--- src/rtl/mult_share_arbiter_if.sv ---
// Request/response bundle between DSP clients and the shared-multiplier arbiter.
// Clients drive requests through the master modport; the arbiter uses the slave modport.
interface mult_share_arbiter_if #(
    parameter int NUM_REQ = 4
);
    logic [NUM_REQ-1:0]   req_valid;
    logic [8*NUM_REQ-1:0] req_a;
    logic [8*NUM_REQ-1:0] req_b;
    logic [NUM_REQ-1:0]   req_ready;
    logic [NUM_REQ-1:0]   rsp_valid;
    logic [15:0]          rsp_z;

    modport master (
        output req_valid, req_a, req_b,
        input  req_ready, rsp_valid, rsp_z
    );

    modport slave (
        input  req_valid, req_a, req_b,
        output req_ready, rsp_valid, rsp_z
    );
endinterface

--- src/rtl/mult_share_arbiter.sv ---
// Round-robin share of one 8x8 unsigned carry-save multiplier among NUM_REQ requesters.
// Accepted operands are registered, multiplied, and returned one-hot tagged two cycles later.
module mult_share_arbiter #(
    parameter int NUM_REQ = 4,
    parameter int IDX_W   = 2,
    parameter int OPCNT_W = 16
) (
    input  logic                clk,
    input  logic                rst_n,
    input  logic                en_i,
    mult_share_arbiter_if.slave bus,
    output logic                busy_o,
    output logic [OPCNT_W-1:0]  op_count_o
);
    logic [IDX_W-1:0]   ptr_q, ptr_d;
    logic [IDX_W:0]     cand;
    logic [IDX_W-1:0]   grant_idx;
    logic               grant_found;
    logic [NUM_REQ-1:0] grant_oh;
    logic               accept;
    logic [7:0]         a_sel, b_sel;

    logic [7:0]         s1_a_q, s1_b_q;
    logic [NUM_REQ-1:0] s1_tag_q;
    logic               s1_v_q;
    logic [NUM_REQ-1:0] rsp_valid_q;
    logic [15:0]        rsp_z_q;
    logic [OPCNT_W-1:0] op_count_q;

    logic [15:0]        pp [8];
    logic [15:0]        csa_sum, csa_car, csa_tmp, product;

    // Search from ptr upward with explicit wrap so non-power-of-two NUM_REQ works.
    always_comb begin
        grant_found = 1'b0;
        grant_idx   = '0;
        cand        = '0;
        for (int k = 0; k < NUM_REQ; k++) begin
            cand = {1'b0, ptr_q} + (IDX_W+1)'(k);
            if (cand >= (IDX_W+1)'(NUM_REQ))
                cand = cand - (IDX_W+1)'(NUM_REQ);
            if (!grant_found && bus.req_valid[cand[IDX_W-1:0]]) begin
                grant_found = 1'b1;
                grant_idx   = cand[IDX_W-1:0];
            end
        end
    end

    genvar gi;
    generate
        for (gi = 0; gi < NUM_REQ; gi++) begin : g_grant
            assign grant_oh[gi] = rst_n & en_i & grant_found & (grant_idx == IDX_W'(gi));
        end
    endgenerate

    assign accept = |grant_oh;
    assign a_sel  = bus.req_a[{grant_idx, 3'b000} +: 8];
    assign b_sel  = bus.req_b[{grant_idx, 3'b000} +: 8];

    always_comb begin
        ptr_d = ptr_q;
        if (accept)
            ptr_d = (grant_idx == IDX_W'(NUM_REQ-1)) ? '0 : grant_idx + 1'b1;
    end

    generate
        for (gi = 0; gi < 8; gi++) begin : g_pp
            assign pp[gi] = s1_b_q[gi] ? ({8'd0, s1_a_q} << gi) : 16'd0;
        end
    endgenerate

    // 3:2 compression of the partial products down to sum/carry, then one final add.
    // Bits carried past bit 15 are dropped safely: the true product is below 2^16.
    always_comb begin
        csa_sum = pp[0];
        csa_car = pp[1];
        csa_tmp = '0;
        for (int r = 2; r < 8; r++) begin
            csa_tmp = csa_sum ^ csa_car ^ pp[r];
            csa_car = ((csa_sum & csa_car) | (csa_sum & pp[r]) | (csa_car & pp[r])) << 1;
            csa_sum = csa_tmp;
        end
        product = csa_sum + csa_car;
    end

    always_ff @(posedge clk or negedge rst_n) begin
        if (!rst_n) begin
            ptr_q       <= '0;
            s1_a_q      <= '0;
            s1_b_q      <= '0;
            s1_tag_q    <= '0;
            s1_v_q      <= 1'b0;
            rsp_valid_q <= '0;
            rsp_z_q     <= '0;
            op_count_q  <= '0;
        end else begin
            ptr_q  <= ptr_d;
            s1_v_q <= accept;
            if (accept) begin
                s1_a_q   <= a_sel;
                s1_b_q   <= b_sel;
                s1_tag_q <= grant_oh;
            end
            rsp_valid_q <= s1_v_q ? s1_tag_q : '0;
            if (s1_v_q)
                rsp_z_q <= product;
            if (accept && op_count_q != '1)
                op_count_q <= op_count_q + 1'b1;
        end
    end

    assign bus.req_ready = grant_oh;
    assign bus.rsp_valid = rsp_valid_q;
    assign bus.rsp_z     = rsp_z_q;
    assign busy_o        = s1_v_q | (|rsp_valid_q);
    assign op_count_o    = op_count_q;
endmodule

--- src/flat_wrapper.sv ---
// flat-port wrapper written by rule: the top's interface ports become plain ports
module mult_share_arbiter_flat 
#(
    parameter int NUM_REQ = 4,
    parameter int IDX_W   = 2,
    parameter int OPCNT_W = 16
)
  (clk, rst_n, en_i, busy_o, op_count_o, bus_req_valid, bus_req_a, bus_req_b, bus_req_ready, bus_rsp_valid, bus_rsp_z);
  mult_share_arbiter_if #(.NUM_REQ(NUM_REQ)) bus_i ();
  input  logic clk;
  input  logic rst_n;
  input  logic en_i;
  output logic busy_o;
  output logic [OPCNT_W-1:0] op_count_o;
  input wire logic [$bits(bus_i.req_valid)-1:0] bus_req_valid;
  input wire logic [$bits(bus_i.req_a)-1:0] bus_req_a;
  input wire logic [$bits(bus_i.req_b)-1:0] bus_req_b;
  output wire logic [$bits(bus_i.req_ready)-1:0] bus_req_ready;
  output wire logic [$bits(bus_i.rsp_valid)-1:0] bus_rsp_valid;
  output wire logic [$bits(bus_i.rsp_z)-1:0] bus_rsp_z;
  assign bus_i.req_valid = bus_req_valid;
  assign bus_i.req_a = bus_req_a;
  assign bus_i.req_b = bus_req_b;
  assign bus_req_ready = bus_i.req_ready;
  assign bus_rsp_valid = bus_i.rsp_valid;
  assign bus_rsp_z = bus_i.rsp_z;
  mult_share_arbiter #(.NUM_REQ(NUM_REQ), .IDX_W(IDX_W), .OPCNT_W(OPCNT_W)) u_core (.clk(clk), .rst_n(rst_n), .en_i(en_i), .bus(bus_i), .busy_o(busy_o), .op_count_o(op_count_o));
endmodule
--- config.mk ---
export PLATFORM = sky130hd
export DESIGN_NAME = mult_share_arbiter_flat
export DESIGN_NICKNAME = d
export VERILOG_FILES = /design/src/rtl/mult_share_arbiter_if.sv /design/src/rtl/mult_share_arbiter.sv /design/src/flat_wrapper.sv
export SDC_FILE = /design/constraint.sdc
export NUM_CORES = 1
export LEC_CHECK = 0
export CAP_MARGIN = 20
export CORE_AREA = 2 2 116 95
export DETAILED_ROUTE_END_ITERATION = 16
export DIE_AREA = 0 0 118 97
export PLACE_DENSITY = 0.72
export SLEW_MARGIN = 10
export SYNTH_ARGS = -nofsm -noshare
export SYNTH_HDL_FRONTEND = slang
export SYNTH_SLANG_ARGS = --single-unit
export TNS_END_PERCENT = 30
--- constraint.sdc ---
create_clock -name clk -period 11.6 [get_ports clk]
set_input_delay 2.32 -clock clk [delete_from_list [all_inputs] [get_ports clk]]
set_output_delay 2.32 -clock clk [all_outputs]
set_load 0.01 [all_outputs]
==> results of run 1 <==
==> worst max-delay path, cell delays in order <==
cell and delay [ns]:
clkdlybuf4s50_1 0.49, nor2b_1 0.17, a21boi_0 0.35, o31ai_4 0.07, buf_4 0.31, inv_1 0.14
ha_1 0.21, and3_1 0.20, clkdlybuf4s50_1 0.54
==> area by class of cell <==
cell class,count,area (um^2),share of cell area
multi-input combinational,318,2830,0.469
timing repair buffer,113,1120,0.186
sequential,59,1480,0.245
inverter,29,109,0.0181
tap,140,175,0.0291
clock buffer,10,229,0.0380
clock inverter,6,90.1,0.0150
==> metrics by stage <==
step                std cells  setup WS, ns
finish                    675          4.48
detailed placement        659          4.48
CTS                       675          4.48
floorplan                 433          5.70
global route              675          4.22
global placement          659          4.57
==> registers in the layout, summed over array words and instances, names as in the netlist <==
signal	flops
u_core.ptr_q	2
u_core.bus.rsp_z	16
u_core.s1_b_q	8
u_core.bus.rsp_valid	4
u_core.s1_v_q	1
u_core.op_count_o	16
u_core.s1_a_q	8
u_core.s1_tag_q	4
==> power by group through the flow <==
stage | registers (W) | clock network (W) | logic, W
4_1_cts | 0.000386 | 0.000288 | 0.00102
3_3_place_gp | 0.000385 | 0 | 0.000961
6_report | 0.000386 | 0.000282 | 0.000990
3_5_place_dp | 0.000387 | 0 | 0.00100
5_1_grt | 0.000403 | 0.000299 | 0.00114
2_1_floorplan | 0.000335 | 0 | 0.000788
==> synth_stat cells (8+ instances only) <==
master / count / area [um^2]
fa_1: 42 / 841
inv_1: 27 / 101
ha_1: 20 / 250
nand2_1: 76 / 285
xnor2_1: 13 / 114
dfrtp_1: 59 / 1480
and2_1: 20 / 125
nand3_1: 8 / 40.0
o221ai_1: 16 / 140
mux2i_1: 32 / 320
mux2_2: 11 / 124
clkbuf_1: 17 / 63.8
==> cells by family after synthesis <==
| family | after synthesis |
|---|---|
| simple gates | 150 |
| fa+ha+maj | 62 |
| flops | 59 |
| buf+inv | 56 |
| compound gates | 48 |
| mux | 43 |
| xor+xnor | 15 |
==> metal layers <==
layer  part of all wire  wire, um  up-vias  GRT usage
li1                   -         -     1666          -
met1               0.43      4330     1765      0.235
met2               0.52      5170       73      0.314
met3              0.042       422        9     0.0454
met4             0.0095        95        0     0.0454
met5                  0         0        -          0
==> path summary, 6_finish.rpt <==
kind | startpoint | to | slack [ns] | cells past startpoint
max in group asynchronous | rst_n | u_core.s1_tag_q[0] | 8.94 | 2
max reg2reg | u_core.s1_b_q[0] | u_core.bus.rsp_z[15] | 5.91 | 15
min reg2reg | u_core.s1_tag_q[2] | u_core.s1_tag_q[2] | 0.48 | 1
max | bus_req_valid[2] | bus_req_ready[3] | 4.48 | 9
min in group asynchronous | rst_n | u_core.s1_b_q[4] | 2.15 | 2
min | u_core.s1_tag_q[2] | u_core.s1_tag_q[2] | 0.48 | 1
==> qor.csv, run 1 <==
stage;metric;value;unit
pwr;combinationalPowerShare;0.597;
cells_and_area;fin_nets;663;
synth;synth.avg_cell_area;10.5;um^2
timing;min_period;7.12;ns
synth;ys_ff_latch;59;
synth;ys_seq_area_frac;0.326;
synth;postSynth.asyncResetShare;1.00;
pwr;p_clk_frac;0.170;
route;postRouteAntennaNets;0;
clocking;numCtsBuffers;9;
pwr;pwr-share-seq;0.233;
synth;synthMuxAreaShare;0.0980;
grt;track_usage;0.184;
synth;synth_ff_type;dfrtp_1;
timing;hold_ws;0.479;ns
placed_design;gp_congestion;0.803;
cells_and_area;fin_area;0.00603;mm^2
timing;slew_headroom;0.486;
grt;grt_pass1_wl;17000;um
pwr;vdd_ir_drop_max;0.124;mV
pwr;p_int;0.000960;W
die;dieHeight;97;um
placed_design;dpl-instance-area;0.00571;mm^2
grt;grt_overflow;0;
critical_path;arrival;4.80;ns
synth;syn_inst;433;
clocking;insertion_delay;0.33;ns
placed_design;port_buffers;111;
synth;synthSimpleGateAreaFrac;0.167;
cells_and_area;fillers;906;
synth;ys_types;56;
clocking;root_buffer;clkbuf_16;
timing;rsz0062_at_grt;no;
timing;max_freq;141;MHz
synth;synth-xor-area-share;0.0290;
route;wl_per_cell;14.8;um
pwr;total_power;0.00166;W
synth;synth-compound-area-share;0.0858;
cells_and_area;final_layout_size_suffix_gt1_frac;0.0748;
synth;synth_edf_count;0;
critical_path;crit_type;in -> out;
placed_design;dp_hpwl;7720;um
route;wl;10000;um
cells_and_area;final_common_cell;clkdlybuf4s50_1;
clocking;htree_num_levels;3;
timing;tightest_slew;0.771;ns
timing;finalMaxSlewViolations;0;
critical_path;start_kind;primary input;
critical_path;critPathRequiredTime;9.28;ns
synth;netlist_area;0.00453;mm^2
job;maxCapViolCount;0;
timing;period_share;0.613;
route;drc_errors;0;
critical_path;crit_fanout;35;
route;vias_per_cell;5.20;
critical_path;end_kind;output pin;
clocking;cts_buffer_depth;2;
grt;grt_max_degree;61;
synth;yosysWarnings;0;
clocking;post_cts_buffers;0;
clocking;cts_tree;built;
route;detail_route.first_pass.iterations;4;
synth;synth_top_family_by_area;adder cells;
die;design.core.area;0.0102;mm^2
die;rows;33;
cells_and_area;final_cell_mix;110 x clkdlybuf4s50_1, 76 x nand2_1, 59 x dfrtp_1;
pwr;p_switching;0.000698;W
cells_and_area;antenna_cells;0;
timing;fin_setup_tns;0;ns
clocking;clkSlewWorstSetupHoldPaths;0.05;ns
timing;skew;0.00750;ns
route;routed-via-count;3513;
synth;syn_nets;566;
die;start_util;0.445;
pwr;powerDensity;275;mW/mm^2
die;die_area;0.0114;mm^2
pwr;swShare;0.421;
timing;hold_viol;0;
grt;antenna_found_initial;0;
clocking;cts.sinks;59;
die;io_pins;112;
route;dr.first_iter.drc_count;87;
cells_and_area;synthToLayoutAreaGrowth;32.9;%
status;status;completed;
synth;synthAdderAreaFrac;0.241;
timing;setup_viol;0;
clocking;cts.hold.buffers_added;0;
pwr;leakagePower;2.62;nW
cells_and_area;post-route-util;0.591;
worst_hold_path;holdCritPathClass;reg -> reg;
grt;first_global_vias;3548;
die;die_w;118;um
clocking;ctsResizeCount;0;
(Power assumes the default switching activity.)
==> run 2: changes to the inputs <==
==> constraint.sdc (replaced) <==
create_clock -name clk -period 7.4 [get_ports clk]
set_input_delay 1.48 -clock clk [delete_from_list [all_inputs] [get_ports clk]]
set_output_delay 1.48 -clock clk [all_outputs]
set_load 0.01 [all_outputs]
==> qor.csv, run 2 (synthesis results as in run 1) <==
stage;metric;value;unit
critical_path;crit_buf_inv;1;
clocking;cts.sinks;59;
timing;finalMaxSlewViolations;0;
critical_path;crit_path_start;u_core.s1_a_q[7];
critical_path;crit_type;reg -> reg;
timing;hold_ws;0.466;ns
grt;grt_pass1_wl;17500;um
route;dr.first_iter.drc_count;120;
critical_path;crit_fanout;9;
critical_path;crit_family;adder cells;
cells_and_area;synthToLayoutAreaGrowth;33.1;%
status;status;completed;
placed_design;gp_congestion;0.822;
critical_path;end_kind;flop;
die;design.core.area;0.0102;mm^2
timing;hold_viol;0;
pwr;vdd_ir_drop_max;0.190;mV
critical_path;start_kind;flop;
pwr;p_clk_frac;0.177;
clocking;insertion_delay;0.34;ns
die;rows;33;
job;maxCapViolCount;0;
die;die_w;118;um
die;dieHeight;97;um
die;die_area;0.0114;mm^2
placed_design;port_buffers;111;
critical_path;crit_chain;nand2_1 -> fa_1 -> fa_1 -> fa_1 -> fa_1 -> fa_1 -> fa_1 -> inv_1 -> ha_1 -> fa_1 -> a21o_1 -> a21oi_1 -> o21ai_0 -> and3b_1 -> o41a_1;
die;start_util;0.445;
route;wl;10200;um
pwr;pwr-share-seq;0.231;
grt;grt_max_degree;60;
timing;tightest_slew;0.862;ns
cells_and_area;final_cell_mix;110 x clkdlybuf4s50_1, 76 x nand2_1, 59 x dfrtp_1;
critical_path;r2r-start;u_core.s1_a_q[7];
route;drc_errors;0;
timing;setup_viol;0;
route;detail_route.first_pass.iterations;4;
clocking;cts.hold.buffers_added;0;
clocking;post_cts_buffers;0;
clocking;root_buffer;clkbuf_16;
critical_path;cp_slowest_stage_delay;0.55;ns
route;vias_per_cell;5.24;
critical_path;slowest_stage;fa_1;
critical_path;crit_path_frequent_cell;fa_1;
grt;track_usage;0.190;
timing;slew_headroom;0.426;
worst_hold_path;holdCritPathClass;reg -> reg;
cells_and_area;fin_nets;663;
timing;period_share;0.757;
pwr;swShare;0.416;
pwr;combinationalPowerShare;0.592;
timing;skew;0.00946;ns
critical_path;critPathRequiredTime;7.61;ns
timing;rsz0062_at_grt;no;
timing;max_freq;179;MHz
grt;grt_overflow;0;
timing;min_period;5.60;ns
cells_and_area;final_common_cell;clkdlybuf4s50_1;
grt;antenna_found_initial;0;
clocking;numCtsBuffers;9;
worst_hold_path;hp-start;u_core.s1_tag_q[0];
cells_and_area;final_layout_size_suffix_gt1_frac;0.0749;
clocking;ctsResizeCount;0;
route;postRouteAntennaNets;0;
route;routed-via-count;3531;
placed_design;dp_hpwl;7630;um
grt;top_usage_layer;met2;
clocking;cts_buffer_depth;2;
pwr;p_switching;0.00108;W
clocking;htree_num_levels;3;
cells_and_area;fillers;884;
grt;first_global_vias;3681;
pwr;p_int;0.00151;W
grt;use_met3;0.0460;
route;wl_per_cell;15.1;um
clocking;clkSlewWorstSetupHoldPaths;0.06;ns
pwr;total_power;0.00259;W
grt;grt.met2_usage;0.319;
pwr;powerDensity;430;mW/mm^2
grt;use_met1;0.240;
critical_path;arrival;5.81;ns
timing;fin_setup_tns;0;ns
die;io_pins;112;
cells_and_area;antenna_cells;0;
pwr;leakagePower;2.63;nW
clocking;cts_tree;built;
==> run 2: worst reg2reg max path: stages, from the launching register on <==
cell,delay [ns]
dfrtp_1,0.48
nand2_1,0.12
fa_1,0.52
fa_1,0.53
fa_1,0.52
fa_1,0.51
fa_1,0.52
fa_1,0.55
inv_1,0.04
ha_1,0.20
fa_1,0.41
a21o_1,0.20
a21oi_1,0.26
o21ai_0,0.11
and3b_1,0.20
o41a_1,0.31
==> run 2: per-stage QoR <==
stage | util | cells | instance area, um^2 | setup WS [ns]
3_3_place_gp | 0.560 | 659 | 5710 | 1.90
2_1_floorplan | - | 433 | 4530 | 1.97
3_5_place_dp | 0.560 | 659 | 5710 | 1.81
6_report | 0.592 | 674 | 6030 | 1.80
5_1_grt | 0.592 | 674 | 6030 | 1.56
4_1_cts | 0.592 | 674 | 6030 | 1.80
==> run 2: area by class of cell <==
class | instances | area (um^2) | area share
timing repair buffer | 113 | 1120 | 0.186
sequential | 59 | 1480 | 0.245
inverter | 29 | 109 | 0.0180
multi-input combinational | 318 | 2830 | 0.468
tap | 140 | 175 | 0.0290
clock buffer | 11 | 253 | 0.0419
clock inverter | 4 | 73.8 | 0.0122
==> run 2: final timing paths <==
check,slack (ns),depth (start not counted),endpoint
worst max register to register,1.80,15,u_core.bus.rsp_z[15]
worst min-delay path,0.47,1,u_core.s1_tag_q[0]
max in group asynchronous,5.46,2,u_core.bus.rsp_z[9]
worst max-delay path,1.80,15,u_core.bus.rsp_z[15]
worst min register to register,0.47,1,u_core.s1_tag_q[0]
min in group asynchronous,1.41,2,u_core.bus.rsp_z[6]
==> run 2: routing by layer <==
layer	wire, um	vias up
li1	-	1659
met1	4530	1778
met2	5050	76
met3	433	18
met4	161	0
met5	0	-
==> run 2: power groups by stage <==
stage	combinational (W)	sequential (W)	clock, W
after floorplan	0.00123	0.000525	0
after global placement	0.00152	0.000597	0
after detailed placement	0.00155	0.000603	0
after CTS	0.00158	0.000598	0.000468
after global routing	0.00181	0.000624	0.000480
final	0.00154	0.000599	0.000458
==> run 3: changes to the inputs <==
==> constraint.sdc (replaced) <==
create_clock -name clk -period 5.3 [get_ports clk]
set_input_delay 1.06 -clock clk [delete_from_list [all_inputs] [get_ports clk]]
set_output_delay 1.06 -clock clk [all_outputs]
set_load 0.01 [all_outputs]
==> qor.csv, run 3 (synthesis results as in run 1) <==
stage;metric;value;unit
clocking;cts_tree;built;
placed_design;placedCellCount;672;
route;dr.first_iter.drc_count;166;
status;status;completed;
placed_design;pre_cts_ws;0.00282;ns
die;dieHeight;97;um
placed_design;port_buffers;111;
cells_and_area;final_cell_mix;110 x clkdlybuf4s50_1, 76 x nand2_1, 59 x dfrtp_1;
critical_path;start_kind;flop;
pwr;leakagePower;2.69;nW
job;maxCapViolCount;0;
clocking;htree_num_levels;3;
timing;hold_viol;0;
clocking;clkSlewWorstSetupHoldPaths;0.06;ns
die;design.core.area;0.0102;mm^2
cells_and_area;final_common_cell;clkdlybuf4s50_1;
grt;track_usage;0.181;
placed_design;gp_congestion;0.831;
clocking;numCtsBuffers;9;
route;routed-via-count;3580;
grt;antenna_found_initial;0;
cells_and_area;post-route-util;0.602;
timing;min_period;5.18;ns
timing;slew_headroom;0.447;
critical_path;crit_path_start;u_core.s1_b_q[2];
timing;setup_viol;0;
timing;finalMaxSlewViolations;0;
worst_hold_path;holdCritPathClass;reg -> reg;
grt;grt_max_degree;60;
worst_hold_path;hp-start;u_core.s1_tag_q[2];
cells_and_area;antenna_cells;0;
critical_path;end_kind;flop;
clocking;cts_buffer_depth;2;
pwr;vdd_ir_drop_max;0.298;mV
route;wl_per_cell;14.5;um
die;rows;33;
placed_design;dp_hpwl;7790;um
cells_and_area;fin_nets;679;
die;die_area;0.0114;mm^2
route;postRouteAntennaNets;0;
die;start_util;0.445;
timing;fin_setup_tns;0;ns
die;die_w;118;um
grt;first_global_vias;3636;
clocking;root_buffer;clkbuf_16;
timing;period_share;0.977;
timing;skew;0.00784;ns
cells_and_area;synthToLayoutAreaGrowth;35.4;%
grt;grt_overflow;0;
route;wl;10000;um
die;io_pins;112;
grt;grt_pass1_wl;16800;um
critical_path;crit_type;reg -> reg;
timing;max_freq;193;MHz
cells_and_area;fin_cells;691;
critical_path;crit_fanout;4;
cells_and_area;final_layout_size_suffix_gt1_frac;0.118;
cells_and_area;fillers;855;
route;vias_per_cell;5.18;
critical_path;critPathRequiredTime;5.52;ns
timing;hold_ws;0.480;ns
critical_path;arrival;5.39;ns
timing;tightest_slew;0.830;ns
clocking;insertion_delay;0.33;ns
critical_path;r2r-start;u_core.s1_b_q[2];
timing;fin_ws;0.122;ns
pwr;powerDensity;597;mW/mm^2
route;detail_route.first_pass.iterations;4;
route;drc_errors;0;
clocking;cts.sinks;59;
timing;rsz0062_at_grt;yes;
==> run 3: cell types whose count changed in the layout (fill, tap and decap cells not counted), sizes merged <==
| cell | delta |
|---|---|
| clkinvlp | +2 |
| bufinv | -2 |
| buf | +16 |
| inv | +3 |
| clkbuf | -2 |
==> run 3: area by class of cell <==
cell class / instances / area (um^2) / area share
clock buffers: 9 / 225 / 0.0367
clock inverters: 7 / 58.8 / 0.00958
inverters: 29 / 109 / 0.0177
multi-input cells: 318 / 2850 / 0.465
flip-flops and latches: 59 / 1480 / 0.240
well taps: 140 / 175 / 0.0285
repair buffers: 129 / 1240 / 0.202
==> run 3: metal layers <==
metal / global-route usage / routed length (um)
met1: 0.251 / 4590
met2: 0.286 / 4910
met3: 0.0590 / 467
met4: 0.0241 / 27
met5: 0 / 0
==> run 3: timing repair <==
action,in CTS,in global routing
setup buffers,1,2
hold endpoints to repair,0,0
hold buffers,0,0
resized for setup,1,7
pin swaps,0,6
endpoints found under the setup margin,1,5
==> run 3: power by group <==
| part | switching, W | internal (W) | leakage [nW] |
|---|---|---|---|
| Sequential | 0.000182 | 0.000614 | 0.754 |
| Clock | 0.000227 | 0.000322 | 0.133 |
| Combinational | 0.00116 | 0.00116 | 1.80 |
| Total | 0.00157 | 0.00209 | 2.69 |
==> run 3: per-stage QoR <==
stage / total power, W / cell area (um^2)
finish: 0.00366 / 6140
global route: 0.00409 / 6140
CTS: 0.00370 / 6100
detailed placement: 0.00311 / 5810
global placement: 0.00305 / 5810
floorplan: 0.00247 / 4550
==> run 3: path summary, 6_finish.rpt <==
check                      depth (start not counted)  slack (ns)              endpoint
min                                                1        0.48    u_core.s1_tag_q[2]
max reg2reg                                       16        0.12  u_core.bus.rsp_z[15]
max                                               16        0.12  u_core.bus.rsp_z[15]
max in group asynchronous                          2        3.82   u_core.bus.rsp_z[0]
min reg2reg                                        1        0.48    u_core.s1_tag_q[2]
min in group asynchronous                          2        0.97   u_core.bus.rsp_z[9]
==> run 3: worst max-delay path, cell delays in order, from the launching register on <==
cell	delay [ns]
dfrtp_1	0.42
buf_4	0.16
and2_1	0.15
ha_1	0.28
inv_1	0.06
fa_1	0.50
fa_1	0.52
fa_1	0.51
fa_1	0.52
fa_1	0.54
inv_1	0.06
fa_1	0.40
a21o_1	0.20
a21oi_2	0.16
o21ai_0	0.09
and3b_1	0.20
o41a_1	0.30
